[config.mk]
export PLATFORM = sky130hd
export DESIGN_NAME = as_imem_loader
export DESIGN_NICKNAME = d
export VERILOG_FILES = /design/src/rtl/as_pack.sv /design/src/rtl/as_sync_bit.sv /design/src/rtl/as_imem_loader.sv
export SDC_FILE = /design/constraint.sdc
export NUM_CORES = 1
export LEC_CHECK = 0
export ABC_AREA = 1
export CAP_MARGIN = 20
export CORE_ASPECT_RATIO = 0.9
export CORE_MARGIN = 5
export CORE_UTILIZATION = 51
export CTS_CLUSTER_SIZE = 16
export DETAILED_ROUTE_END_ITERATION = 8
export GPL_TIMING_DRIVEN = 0
export PLACE_DENSITY = 0.85
export SLEW_MARGIN = 10
export SYNTH_ARGS = -nofsm -noshare
export SYNTH_HDL_FRONTEND = slang
export SYNTH_SLANG_ARGS = --single-unit
[constraint.sdc]
create_clock -name tck_i -period 12.38 [get_ports tck_i]
set_input_delay 1.238 -clock tck_i [delete_from_list [all_inputs] [get_ports tck_i]]
set_output_delay 1.238 -clock tck_i [all_outputs]
set_load 0.005 [all_outputs]
[src/rtl/as_pack.sv]
// as_pack: shared definitions for the I-Mem debug loader.
//   - loader opcode and FSM state enums (3 bit each)
//   - scan command field offsets ({addr, data, op})
//   - default widths, tied to the codebase-wide instr/address widths
package as_pack;

    localparam int instr_width     = 32;
    localparam int imem_addr_width = 10;

    localparam int INSTR_W_DEF = instr_width;
    localparam int IMEM_AW_DEF = imem_addr_width;

    // Command layout: op in the low bits, data above it, address on top.
    localparam int OP_W     = 3;
    localparam int OP_LSB   = 0;
    localparam int DATA_LSB = OP_LSB + OP_W;

    typedef enum logic [2:0] {
        OP_NOP     = 3'b000,
        OP_OPEN    = 3'b001,
        OP_SETADDR = 3'b010,
        OP_WRITE   = 3'b011,
        OP_READ    = 3'b100,
        OP_CLOSE   = 3'b101,
        OP_ILL6    = 3'b110,
        OP_ILL7    = 3'b111
    } ld_op_e;

    // Encoding is visible in status_o, so values are fixed.
    typedef enum logic [2:0] {
        ST_IDLE      = 3'd0,
        ST_HOLD_WAIT = 3'd1,
        ST_OWN       = 3'd2,
        ST_WRITE     = 3'd3,
        ST_READ      = 3'd4,
        ST_RELEASE   = 3'd5
    } ld_state_e;

endpackage

[src/rtl/as_sync_bit.sv]
// as_sync_bit: STAGES-deep flop synchroniser for a single asynchronous bit.
// Ports:
//   tck_i      destination clock
//   tap_rst_s  asynchronous active-high reset, clears every stage
//   d_i        asynchronous input
//   q_o        synchronised output (STAGES tck cycles of latency)
module as_sync_bit #(
    parameter int STAGES = 2
) (
    input  logic tck_i,
    input  logic tap_rst_s,
    input  logic d_i,
    output logic q_o
);

    genvar gi;
    generate
        for (gi = 0; gi < STAGES; gi++) begin : g_stage
            logic stage_in;
            logic stage_reg;

            if (gi == 0) begin : g_first
                assign stage_in = d_i;
            end else begin : g_next
                assign stage_in = g_stage[gi-1].stage_reg;
            end

            always_ff @(posedge tck_i or posedge tap_rst_s) begin
                if (tap_rst_s) begin
                    stage_reg <= 1'b0;
                end else begin
                    stage_reg <= stage_in;
                end
            end
        end
    endgenerate

    assign q_o = g_stage[STAGES-1].stage_reg;

endmodule

[src/rtl/as_imem_loader.sv]
// as_imem_loader: JTAG-side controller that takes the single I-Mem port away
// from CPU fetch (hold/ack handshake) and performs word writes and readbacks
// from decoded scan-chain commands. Runs entirely on tck_i.
// Ports:
//   tck_i, tap_rst_s   clock, asynchronous active-high reset
//   upd_i, cmd_i       update-DR pulse and {addr, data, op} command
//   cpu_ack_i          CPU hold acknowledge (asynchronous, synchronised here)
//   cpu_hold_o         request CPU to stop fetching
//   cpu_restart_o      one-tck pulse when the CPU is released
//   imem_sel_o         loader owns the I-Mem address
//   imem_addr_o        loader pointer
//   imem_data_o        last WRITE data
//   imem_wr_o          single-cycle write strobe
//   imem_data_i        I-Mem read data
//   status_o           registered {rdata, ptr, wr_cnt, state, wrap, ovr, cmd_err, owned}
module as_imem_loader
    import as_pack::*;
#(
    parameter int INSTR_W     = INSTR_W_DEF,
    parameter int IMEM_AW     = IMEM_AW_DEF,
    parameter int CMD_W       = 3 + INSTR_W + IMEM_AW,
    parameter int READ_LAT    = 1,
    parameter int SYNC_STAGES = 2
) (
    input  logic                        tck_i,
    input  logic                        tap_rst_s,
    input  logic                        upd_i,
    input  logic [CMD_W-1:0]            cmd_i,
    input  logic                        cpu_ack_i,
    output logic                        cpu_hold_o,
    output logic                        cpu_restart_o,
    output logic                        imem_sel_o,
    output logic [IMEM_AW-1:0]          imem_addr_o,
    output logic [INSTR_W-1:0]          imem_data_o,
    output logic                        imem_wr_o,
    input  logic [INSTR_W-1:0]          imem_data_i,
    output logic [INSTR_W+IMEM_AW+22:0] status_o
);

    localparam int ADDR_LSB = DATA_LSB + INSTR_W;
    localparam int STATUS_W = INSTR_W + IMEM_AW + 23;
    localparam logic [1:0]         LAT_LAST = 2'(READ_LAT - 1);
    localparam logic [IMEM_AW-1:0] PTR_ONE  = IMEM_AW'(1);

    ld_op_e               cmd_op;
    logic [INSTR_W-1:0]   cmd_data;
    logic [IMEM_AW-1:0]   cmd_addr;
    logic                 ack_sync;

    assign cmd_op   = ld_op_e'(cmd_i[OP_LSB +: OP_W]);
    assign cmd_data = cmd_i[DATA_LSB +: INSTR_W];
    assign cmd_addr = cmd_i[ADDR_LSB +: IMEM_AW];

    as_sync_bit #(
        .STAGES(SYNC_STAGES)
    ) u_ack_sync (
        .tck_i     (tck_i),
        .tap_rst_s (tap_rst_s),
        .d_i       (cpu_ack_i),
        .q_o       (ack_sync)
    );

    ld_state_e            state_reg,   state_next;
    logic                 hold_reg,    hold_next;
    logic                 sel_reg,     sel_next;
    logic                 wr_reg,      wr_next;
    logic                 restart_reg, restart_next;
    logic [IMEM_AW-1:0]   ptr_reg,     ptr_next;
    logic [INSTR_W-1:0]   data_reg,    data_next;
    logic [INSTR_W-1:0]   rdata_reg,   rdata_next;
    logic [15:0]          wr_cnt_reg,  wr_cnt_next;
    logic                 wrap_reg,    wrap_next;
    logic                 ovr_reg,     ovr_next;
    logic                 cmd_err_reg, cmd_err_next;
    logic [1:0]           lat_reg,     lat_next;
    logic [STATUS_W-1:0]  status_reg;

    always_ff @(posedge tck_i or posedge tap_rst_s) begin
        if (tap_rst_s) begin
            state_reg   <= ST_IDLE;
            hold_reg    <= 1'b0;
            sel_reg     <= 1'b0;
            wr_reg      <= 1'b0;
            restart_reg <= 1'b0;
            ptr_reg     <= '0;
            data_reg    <= '0;
            rdata_reg   <= '0;
            wr_cnt_reg  <= '0;
            wrap_reg    <= 1'b0;
            ovr_reg     <= 1'b0;
            cmd_err_reg <= 1'b0;
            lat_reg     <= '0;
            status_reg  <= '0;
        end else begin
            state_reg   <= state_next;
            hold_reg    <= hold_next;
            sel_reg     <= sel_next;
            wr_reg      <= wr_next;
            restart_reg <= restart_next;
            ptr_reg     <= ptr_next;
            data_reg    <= data_next;
            rdata_reg   <= rdata_next;
            wr_cnt_reg  <= wr_cnt_next;
            wrap_reg    <= wrap_next;
            ovr_reg     <= ovr_next;
            cmd_err_reg <= cmd_err_next;
            lat_reg     <= lat_next;
            status_reg  <= {rdata_reg, ptr_reg, wr_cnt_reg, state_reg,
                            wrap_reg, ovr_reg, cmd_err_reg, sel_reg};
        end
    end

    always_comb begin
        state_next   = state_reg;
        hold_next    = hold_reg;
        sel_next     = sel_reg;
        wr_next      = 1'b0;
        restart_next = 1'b0;
        ptr_next     = ptr_reg;
        data_next    = data_reg;
        rdata_next   = rdata_reg;
        wr_cnt_next  = wr_cnt_reg;
        wrap_next    = wrap_reg;
        ovr_next     = ovr_reg;
        cmd_err_next = cmd_err_reg;
        lat_next     = lat_reg;

        case (state_reg)
            ST_IDLE: begin
                if (upd_i) begin
                    case (cmd_op)
                        OP_NOP: ;
                        OP_OPEN: begin
                            // A fresh session starts with clean error flags.
                            state_next   = ST_HOLD_WAIT;
                            hold_next    = 1'b1;
                            ovr_next     = 1'b0;
                            cmd_err_next = 1'b0;
                        end
                        default: cmd_err_next = 1'b1;
                    endcase
                end
            end

            ST_HOLD_WAIT: begin
                // CLOSE wins over a simultaneous ack: the session is abandoned.
                if (upd_i && cmd_op == OP_CLOSE) begin
                    state_next = ST_RELEASE;
                end else begin
                    if (upd_i && (cmd_op == OP_ILL6 || cmd_op == OP_ILL7)) begin
                        cmd_err_next = 1'b1;
                    end
                    if (ack_sync) begin
                        state_next = ST_OWN;
                        sel_next   = 1'b1;
                    end
                end
            end

            ST_OWN: begin
                if (upd_i) begin
                    case (cmd_op)
                        OP_SETADDR: begin
                            ptr_next  = cmd_addr;
                            wrap_next = 1'b0;
                        end
                        OP_WRITE: begin
                            // Strobe and data become visible together in the WRITE cycle.
                            state_next = ST_WRITE;
                            wr_next    = 1'b1;
                            data_next  = cmd_data;
                        end
                        OP_READ: begin
                            state_next = ST_READ;
                            lat_next   = '0;
                        end
                        OP_CLOSE: begin
                            state_next = ST_RELEASE;
                            sel_next   = 1'b0;
                        end
                        OP_ILL6, OP_ILL7: cmd_err_next = 1'b1;
                        default: ;
                    endcase
                end
            end

            ST_WRITE: begin
                if (upd_i) begin
                    ovr_next = 1'b1;
                end
                ptr_next = ptr_reg + PTR_ONE;
                if (&ptr_reg) begin
                    wrap_next = 1'b1;
                end
                if (wr_cnt_reg != 16'hFFFF) begin
                    wr_cnt_next = wr_cnt_reg + 16'd1;
                end
                state_next = ST_OWN;
            end

            ST_READ: begin
                if (upd_i) begin
                    ovr_next = 1'b1;
                end
                // The address has been stable since entry; sample after READ_LAT cycles.
                if (lat_reg == LAT_LAST) begin
                    rdata_next = imem_data_i;
                    ptr_next   = ptr_reg + PTR_ONE;
                    if (&ptr_reg) begin
                        wrap_next = 1'b1;
                    end
                    state_next = ST_OWN;
                end else begin
                    lat_next = lat_reg + 2'd1;
                end
            end

            ST_RELEASE: begin
                // Select already dropped on entry; the CPU is let go one cycle later.
                if (upd_i) begin
                    ovr_next = 1'b1;
                end
                sel_next     = 1'b0;
                hold_next    = 1'b0;
                restart_next = 1'b1;
                state_next   = ST_IDLE;
            end

            default: begin
                state_next = ST_IDLE;
                sel_next   = 1'b0;
                hold_next  = 1'b0;
            end
        endcase
    end

    assign cpu_hold_o    = hold_reg;
    assign cpu_restart_o = restart_reg;
    assign imem_sel_o    = sel_reg;
    assign imem_addr_o   = ptr_reg;
    assign imem_data_o   = data_reg;
    assign imem_wr_o     = wr_reg;
    assign status_o      = status_reg;

endmodule

# After elaboration in Yosys (flattened, before gate mapping)
# Cells that the tools add are included.
dict set report word_totals {
  register_bits 169
  word_cells 119
  in_bits 81
}
dict set report classes {
  n_mux 44
  eq_ne 29
  add_sub_neg 3
  n_reduce_logical 25
  bitwise 2
}
# cell n
set ops {}
lappend ops {{$mux 10} 3}
lappend ops {{$pmux 10 s3} 1}
lappend ops {{$mux 1} 22}
lappend ops {{$eq 3x3->1 const B} 6}
lappend ops {{$mux 3} 6}
lappend ops {{$ne 2x2->1 const B} 9}
lappend ops {{$add 16x1->16 const B} 1}
lappend ops {{$ne 16x16->1 const B} 1}
lappend ops {{$pmux 3 s5} 1}
lappend ops {{$eq 3x2->1 const B} 4}
lappend ops {{$reduce_and 4->1} 3}
lappend ops {{$add 10x1->10 const B} 1}
lappend ops {{$ne 2x1->1 const B} 5}
lappend ops {{$reduce_and 10->1} 1}
lappend ops {{$pmux 1 s3} 3}
lappend ops {{$pmux 3 s3} 1}
lappend ops {{$reduce_and 7->1} 1}
lappend ops {{$eq 3x1->1 const B} 2}
lappend ops {{$logic_not 3->1} 2}
lappend ops {{$mux 2} 3}
lappend ops {{$pmux 1 s2} 3}
lappend ops {{$reduce_and 3->1} 2}
lappend ops {{$reduce_and 6->1} 1}
lappend ops {{$reduce_bool 3->1} 2}
lappend ops {{other kinds (14)} 19}

# Longest topological paths before layout
dict set report depth {
  depth_word 6
  depth_mapped 11
  mapped_depth_nobuf 10
}

# Hierarchy
# A second synthesis with hierarchy kept.
dict set report unflattened {
  hier_cells 735
  area_unflattened_um2 6779.0
}
# mod cells_per_inst seq_area_each_um2 n_inst area_per_inst_um2
set by_module_without_submodules {}
lappend by_module_without_submodules {as_imem_loader 732 4179.0 1 6725.2}
lappend by_module_without_submodules {as_sync_bit 3 50.0 1 53.8}

# Worst setup path before layout
# OpenSTA, ideal clock, no wires.
dict set report synth_path {
  path_type {input to register}
  from {input cmd_i[1]}
  to {register data_reg[0], in the netlist imem_data_o[0]}
  setup_time_ns 0.116
  t_arrival_ns 1.962
  required_time_ns 12.264
  path_stages 7
  slack_ns 10.301
  path_cell_list {inv_1 -> nor3_2 -> and2_1 -> nand2_2 -> clkbuf_1 -> nand2_1 -> nand2_1}
}
dict set report synth_between {
  elab_chain_cells 2
}
# element line
set synth_rtl {}
lappend synth_rtl {{start: declaration} as_imem_loader.sv:28} ;# input logic [CMD_W-1:0] cmd_i,
lappend synth_rtl {{$eq 3x2->1} as_imem_loader.sv:162} ;# case (cmd_op)
lappend synth_rtl {{$reduce_and 3->1 (no source line)} --}
lappend synth_rtl {{end signal: assignment} as_imem_loader.sv:101} ;# data_reg <= data_next;
lappend synth_rtl {{end: declaration} as_imem_loader.sv:69} ;# logic [INSTR_W-1:0] data_reg, data_next;
# Every way passes these cells.
# A chain may end at the register's enable or synchronous reset.

# Worst setup path after layout
dict set report layout_path {
  from {register ptr_reg[5], in the netlist imem_addr_o[5]}
  to {output imem_addr_o[5]}
}
# element line
set layout_rtl {}
lappend layout_rtl {{start: declaration} as_imem_loader.sv:68} ;# logic [IMEM_AW-1:0] ptr_reg, ptr_next;
lappend layout_rtl {{start signal: assignment} as_imem_loader.sv:100} ;# ptr_reg <= ptr_next;
lappend layout_rtl {{end: declaration} as_imem_loader.sv:33} ;# output logic [IMEM_AW-1:0] imem_addr_o,
# No word-level cell between the ends.

==> flow_metrics.tcl <==
set metrics [dict create \
    diodes 0 \
    clockRootBuffer "clkbuf_16" \
    htree_levels 4 \
    cp.required_ps 11140 \
    cts_sinks 169 \
    status "finished, final reports clean" \
    holdCritPathClass "reg2reg" \
    die_h_um 117 \
    syn_avg_cell_area_sq_um 9.26 \
    crit_buf_inv 1 \
    crit_type "reg2out" \
    avgViaCountPerCell 4.84 \
    synthDominantCellAreaShare 0.646 \
    setup_ws_ps 9680 \
    ys_ff_latch 169 \
    synth_area_sq_mm 0.00654 \
    synth_xor_area_frac 0.0161 \
    yosysMostFrequentCell "nand2_1" \
    max-slew-margin-rel 0.627 \
    cts_setup_buffers 0 \
    p_int_mw 1.41 \
    yosys_most_used_dff "dfrtp_1" \
    synthTopCellsByArea "dfrtp_1 (65%), nand2_1 (20%), nand3_1 (2.9%)" \
    start_util 0.518 \
    rows 39 \
    worstSetupStartpointType "register" \
    ys.warnings.count 0 \
    max_cap_viol_count 0 \
    synthDistinctLibCells 28 \
    power_density_mw_per_mm2 217 \
    overflow 0 \
    arrival_ps 1460 \
    crit_path_end_kind "primary output" \
    io_pins 192 \
    fin_crit_ps 2700 \
    setup_violations 0 \
    power.share.clock 0.254 \
    die_x_um 129 \
    cts-buffers-inserted 17 \
    finalCritPeriodShare 0.218 \
    skew_ps 8.01 \
    crit_family "buffers and inverters" \
    final_hold_viol_count 0 \
    place_congestion 0.867 \
    clock_latency_ps 420 \
    ir_drop_uv 156 \
    clockBufferDepth 2 \
    synthAdderAreaFrac 0.00574 \
    largest_register_ffs 65 \
    yosys.area_share.simple 0.273 \
    port_buffers 191 \
    synth_common_cells "nand2_1 (351), dfrtp_1 (169), nand3_1 (38), inv_1 (35), nor2_1 (29)" \
    synth_top_family_by_area "simple AND/OR/NAND/NOR gates" \
    holdBufCountCts 0 \
    grt_max_degree 86 \
    drive_gt1_frac 0.0731 \
    cts_tree "done" \
    worst_pin_slew_ps 560 \
    dr_total_vias 5290 \
    syn_inst 707 \
    core_sq_mm 0.0126 \
    synth_seq_area_share 0.646 \
    power.share.combinational 0.321 \
    cts_resized 0 \
    synth_compound_area_frac 0.0172 \
    cp_cell_sequence "clkdlybuf4s50_1" \
    synth_edf_count 0 \
    finalNetCount 1002 \
    rsz0062_at_grt "false" \
    grt_pass1_wl_mm 25.9 \
    drv_slew 0 \
    drc 0 \
    area_growth_pct 41.7 \
    cp_slowest_stage_delay_ps 560 \
    synth_top_cell_by_area "dfrtp_1" \
    seqPwrFrac 0.426 \
    grt_pass1_vias 5217 \
    async_flop_share 1.00 \
    dieArea_sq_mm 0.0152 \
    detailed_place_hpwl_mm 11.8 \
    nFillCells 898 \
    slowest_stage "clkdlybuf4s50_1" \
    synth_fp_nets 791 \
    max_freq_ghz 0.370 \
    muxShareOfSynthArea 0 \
    first_iter_violations 390 \
    net-switching-power_uw 608 \
    cp_max_fo 9 \
    first_pass_iters 7 \
    grt_use_total 0.214 \
    final.setup.tns_ps 0 \
    place_ws_ps 9390 \
    clkTransAtPathRegs_ps 60 \
    ant_nets 0 \
    antenna_found_initial 0 \
    routed_wl_mm 15.9 \
    power.leakage_nw 4.48 \
    switching_share 0.302 \
    wl_per_cell_um 14.6 \
]
[cells in the final DEF (no fill, tap or decap), drive strengths merged]
| master | n |
|---|---|
| a21oi | 2 |
| dfrtp | 169 |
| xor2 | 3 |
| inv | 43 |
| buf | 15 |
| nor2 | 35 |
| and2 | 1 |
| a211oi | 1 |
| nand2 | 360 |
| clkinv | 2 |
| o21ai | 16 |
| ha | 3 |
| xnor2 | 9 |
| clkdlybuf4s50 | 191 |
| clkinvlp | 3 |
| bufinv | 1 |
| clkbuf | 28 |
| nand4 | 5 |
| or2 | 1 |
| nor3 | 2 |
| o21bai | 2 |
| nand3 | 38 |
[metal layers]
metal	GRT usage	part of all wire	vias up
met5	0	0	-
met4	0.0538	0.0086	0
met3	0.0975	0.12	15
met2	0.350	0.48	184
met1	0.258	0.40	2490
li1	-	-	2601
[layout make-up]
type / count / area (sq um) / area share
timing repair buffer: 192 / 1940 / 0.209
multi-input combinational: 478 / 2040 / 0.221
buffer: 19 / 114 / 0.0123
tap: 164 / 205 / 0.0221
clock inverter: 8 / 87.6 / 0.00945
inverter: 41 / 164 / 0.0177
sequential: 169 / 4230 / 0.456
clock buffer: 23 / 488 / 0.0526
[power by group through the flow]
stage / Sequential [mW] / Combinational (mW) / Clock, mW
4_1_cts: 0.860 / 0.655 / 0.521
6_report: 0.857 / 0.646 / 0.511
3_3_place_gp: 0.857 / 0.633 / 0
5_1_grt: 0.885 / 0.718 / 0.543
3_5_place_dp: 0.868 / 0.649 / 0
2_1_floorplan: 0.863 / 0.253 / 0
[path summary, 6_finish.rpt]
| kind | startpoint | to | slack [ps] | cells past startpoint |
|---|---|---|---|---|
| max in group asynchronous | tap_rst_s | status_o[23] | 10260 | 3 |
| setup / recovery | imem_addr_o[5] | imem_addr_o[5] | 9680 | 1 |
| hold / removal | u_ack_sync.g_stage[0].stage_reg | u_ack_sync.q_o | 350 | 0 |
| hold reg to reg | u_ack_sync.g_stage[0].stage_reg | u_ack_sync.q_o | 350 | 0 |
| min in group asynchronous | tap_rst_s | status_o[37] | 1310 | 2 |
| setup reg to reg | wr_cnt_reg[0] | wr_cnt_reg[14] | 10580 | 11 |
[per-stage QoR]
stage,hold WS [ps],total power [mW],cells,instance area (sq um),utilization
floorplan,331,1.12,707,6540,-
global placement,332,1.49,1062,8660,0.685
detailed placement,336,1.52,1063,8700,0.688
CTS,351,2.04,1094,9270,0.734
global route,360,2.15,1094,9270,0.734
finish,354,2.01,1094,9270,0.734
[cells by family after synthesis]
| kind of cell | count (synthesis) |
|---|---|
| adder cells (fa/ha/maj) | 3 |
| AND/OR/NAND/NOR | 442 |
| flip-flops | 169 |
| buffers and inverters | 60 |
| XOR/XNOR | 12 |
| AO/OA/AOI/OAI | 21 |
Note: power is estimated with default switching activity, not from simulation.
==> variant (same settings) <==
Remove the register `status_reg`: a continuous assignment takes its place, so the output `status_o` follows one clock earlier.
--- a/src/rtl/as_imem_loader.sv
+++ b/src/rtl/as_imem_loader.sv
@@ -90,7 +90,6 @@
             ovr_reg     <= 1'b0;
             cmd_err_reg <= 1'b0;
             lat_reg     <= '0;
-            status_reg  <= '0;
         end else begin
             state_reg   <= state_next;
             hold_reg    <= hold_next;
@@ -105,10 +104,10 @@
             ovr_reg     <= ovr_next;
             cmd_err_reg <= cmd_err_next;
             lat_reg     <= lat_next;
-            status_reg  <= {rdata_reg, ptr_reg, wr_cnt_reg, state_reg,
-                            wrap_reg, ovr_reg, cmd_err_reg, sel_reg};
         end
     end
+
+    assign status_reg = {rdata_reg, ptr_reg, wr_cnt_reg, state_reg, wrap_reg, ovr_reg, cmd_err_reg, sel_reg};
 
     always_comb begin
         state_next   = state_reg;
Check against the original RTL: not equivalent (a bounded check fails within 4 cycles, from zero or initial values and one cycle with tap_rst_s high).
==> variant against the unedited design <==
Setup slack got worse by 0.028 ns. Sequential cell count decreased by 65. Synthesized cell count decreased by 5.7%. Largest power group is now combinational cells. Area after synthesis decreased by 23%. Highest routed layer unchanged. Total power decreased by 34%. Critical path type unchanged. Non-clock buffer count increased by 12. Global-route usage increased by 2.1 points. Routed wire length decreased by 14%. Design area decreased by 21%.
==> variant: results <==
set metrics [dict create \
    status "finished, final reports clean" \
    final.clkbuf_count 9 \
    ys_seq_area_share_pct 51.8 \
    switching_share_pct 34.5 \
    gr-usage-met2_pct 40.0 \
    htreeDepth 3 \
    gp_congestion 0.954 \
    n_all_buffers 223 \
    clkLatencyLatePin_ns 0.38 \
    worstPathArrival_ns 1.49 \
    inv_count 35 \
    viasPerCell 4.91 \
    dr_wl_met3_um 1360 \
    final-nonclk-buf-share_pct 29.2 \
    dp_slack_ns 9.51 \
    place_inst 985 \
    synthXorXnorAreaFrac_pct 1.92 \
    syn_nets 751 \
    use_met1_pct 28.0 \
    clockNetworkAreaShare_pct 2.57 \
    power_clock_uw 206 \
    wl_met2_um 6810 \
    p_seq_uw 535 \
    endpoint "status_o[28]" \
    rr_worst_depth 9 \
    dpl_cell_area_mm2 0.00713 \
    setup_slack_ns 9.65 \
    nNetsFinal 954 \
    multi_input_area_mm2 0.00210 \
    gr-usage-met3_pct 8.96 \
    reg2reg_slack_ns 10.57 \
    route.layer.met1.wl_um 5320 \
    grt_pass1_vias 4859 \
    num_vias 4913 \
    synth_common_cells "nand2_1, dfrtp_1, nor2_1" \
    synth.avg_cell_area_um2 7.54 \
    layout-drive-gt1-share_pct 6.86 \
    fin_skew_ns 0.0168 \
    seq_cell_count 104 \
    ir_worst_vdd_mv 0.107 \
]
variant: cell types whose count changed in the layout (fill, tap and decap cells not counted), sizes merged, moves of 3 or more:
cell    delta
buf       +12
clkbuf    -14
dfrtp     -65
inv        -4
nand2      +5
nand3      +5
nand3b     +3
nor2      +15
o21ai      -4
xnor2      -3
variant: worst min path at each step:
stage	start	end	slack [ns]	cells past startpoint
after global routing	u_ack_sync.g_stage[0].stage_reg	u_ack_sync.q_o	0.39	0
final	u_ack_sync.g_stage[0].stage_reg	u_ack_sync.q_o	0.37	0
after detailed placement	u_ack_sync.g_stage[0].stage_reg	u_ack_sync.q_o	0.33	0
after global placement	u_ack_sync.g_stage[0].stage_reg	u_ack_sync.q_o	0.34	0
after CTS	u_ack_sync.g_stage[0].stage_reg	u_ack_sync.q_o	0.37	0
after floorplan	u_ack_sync.g_stage[0].stage_reg	u_ack_sync.q_o	0.33	0
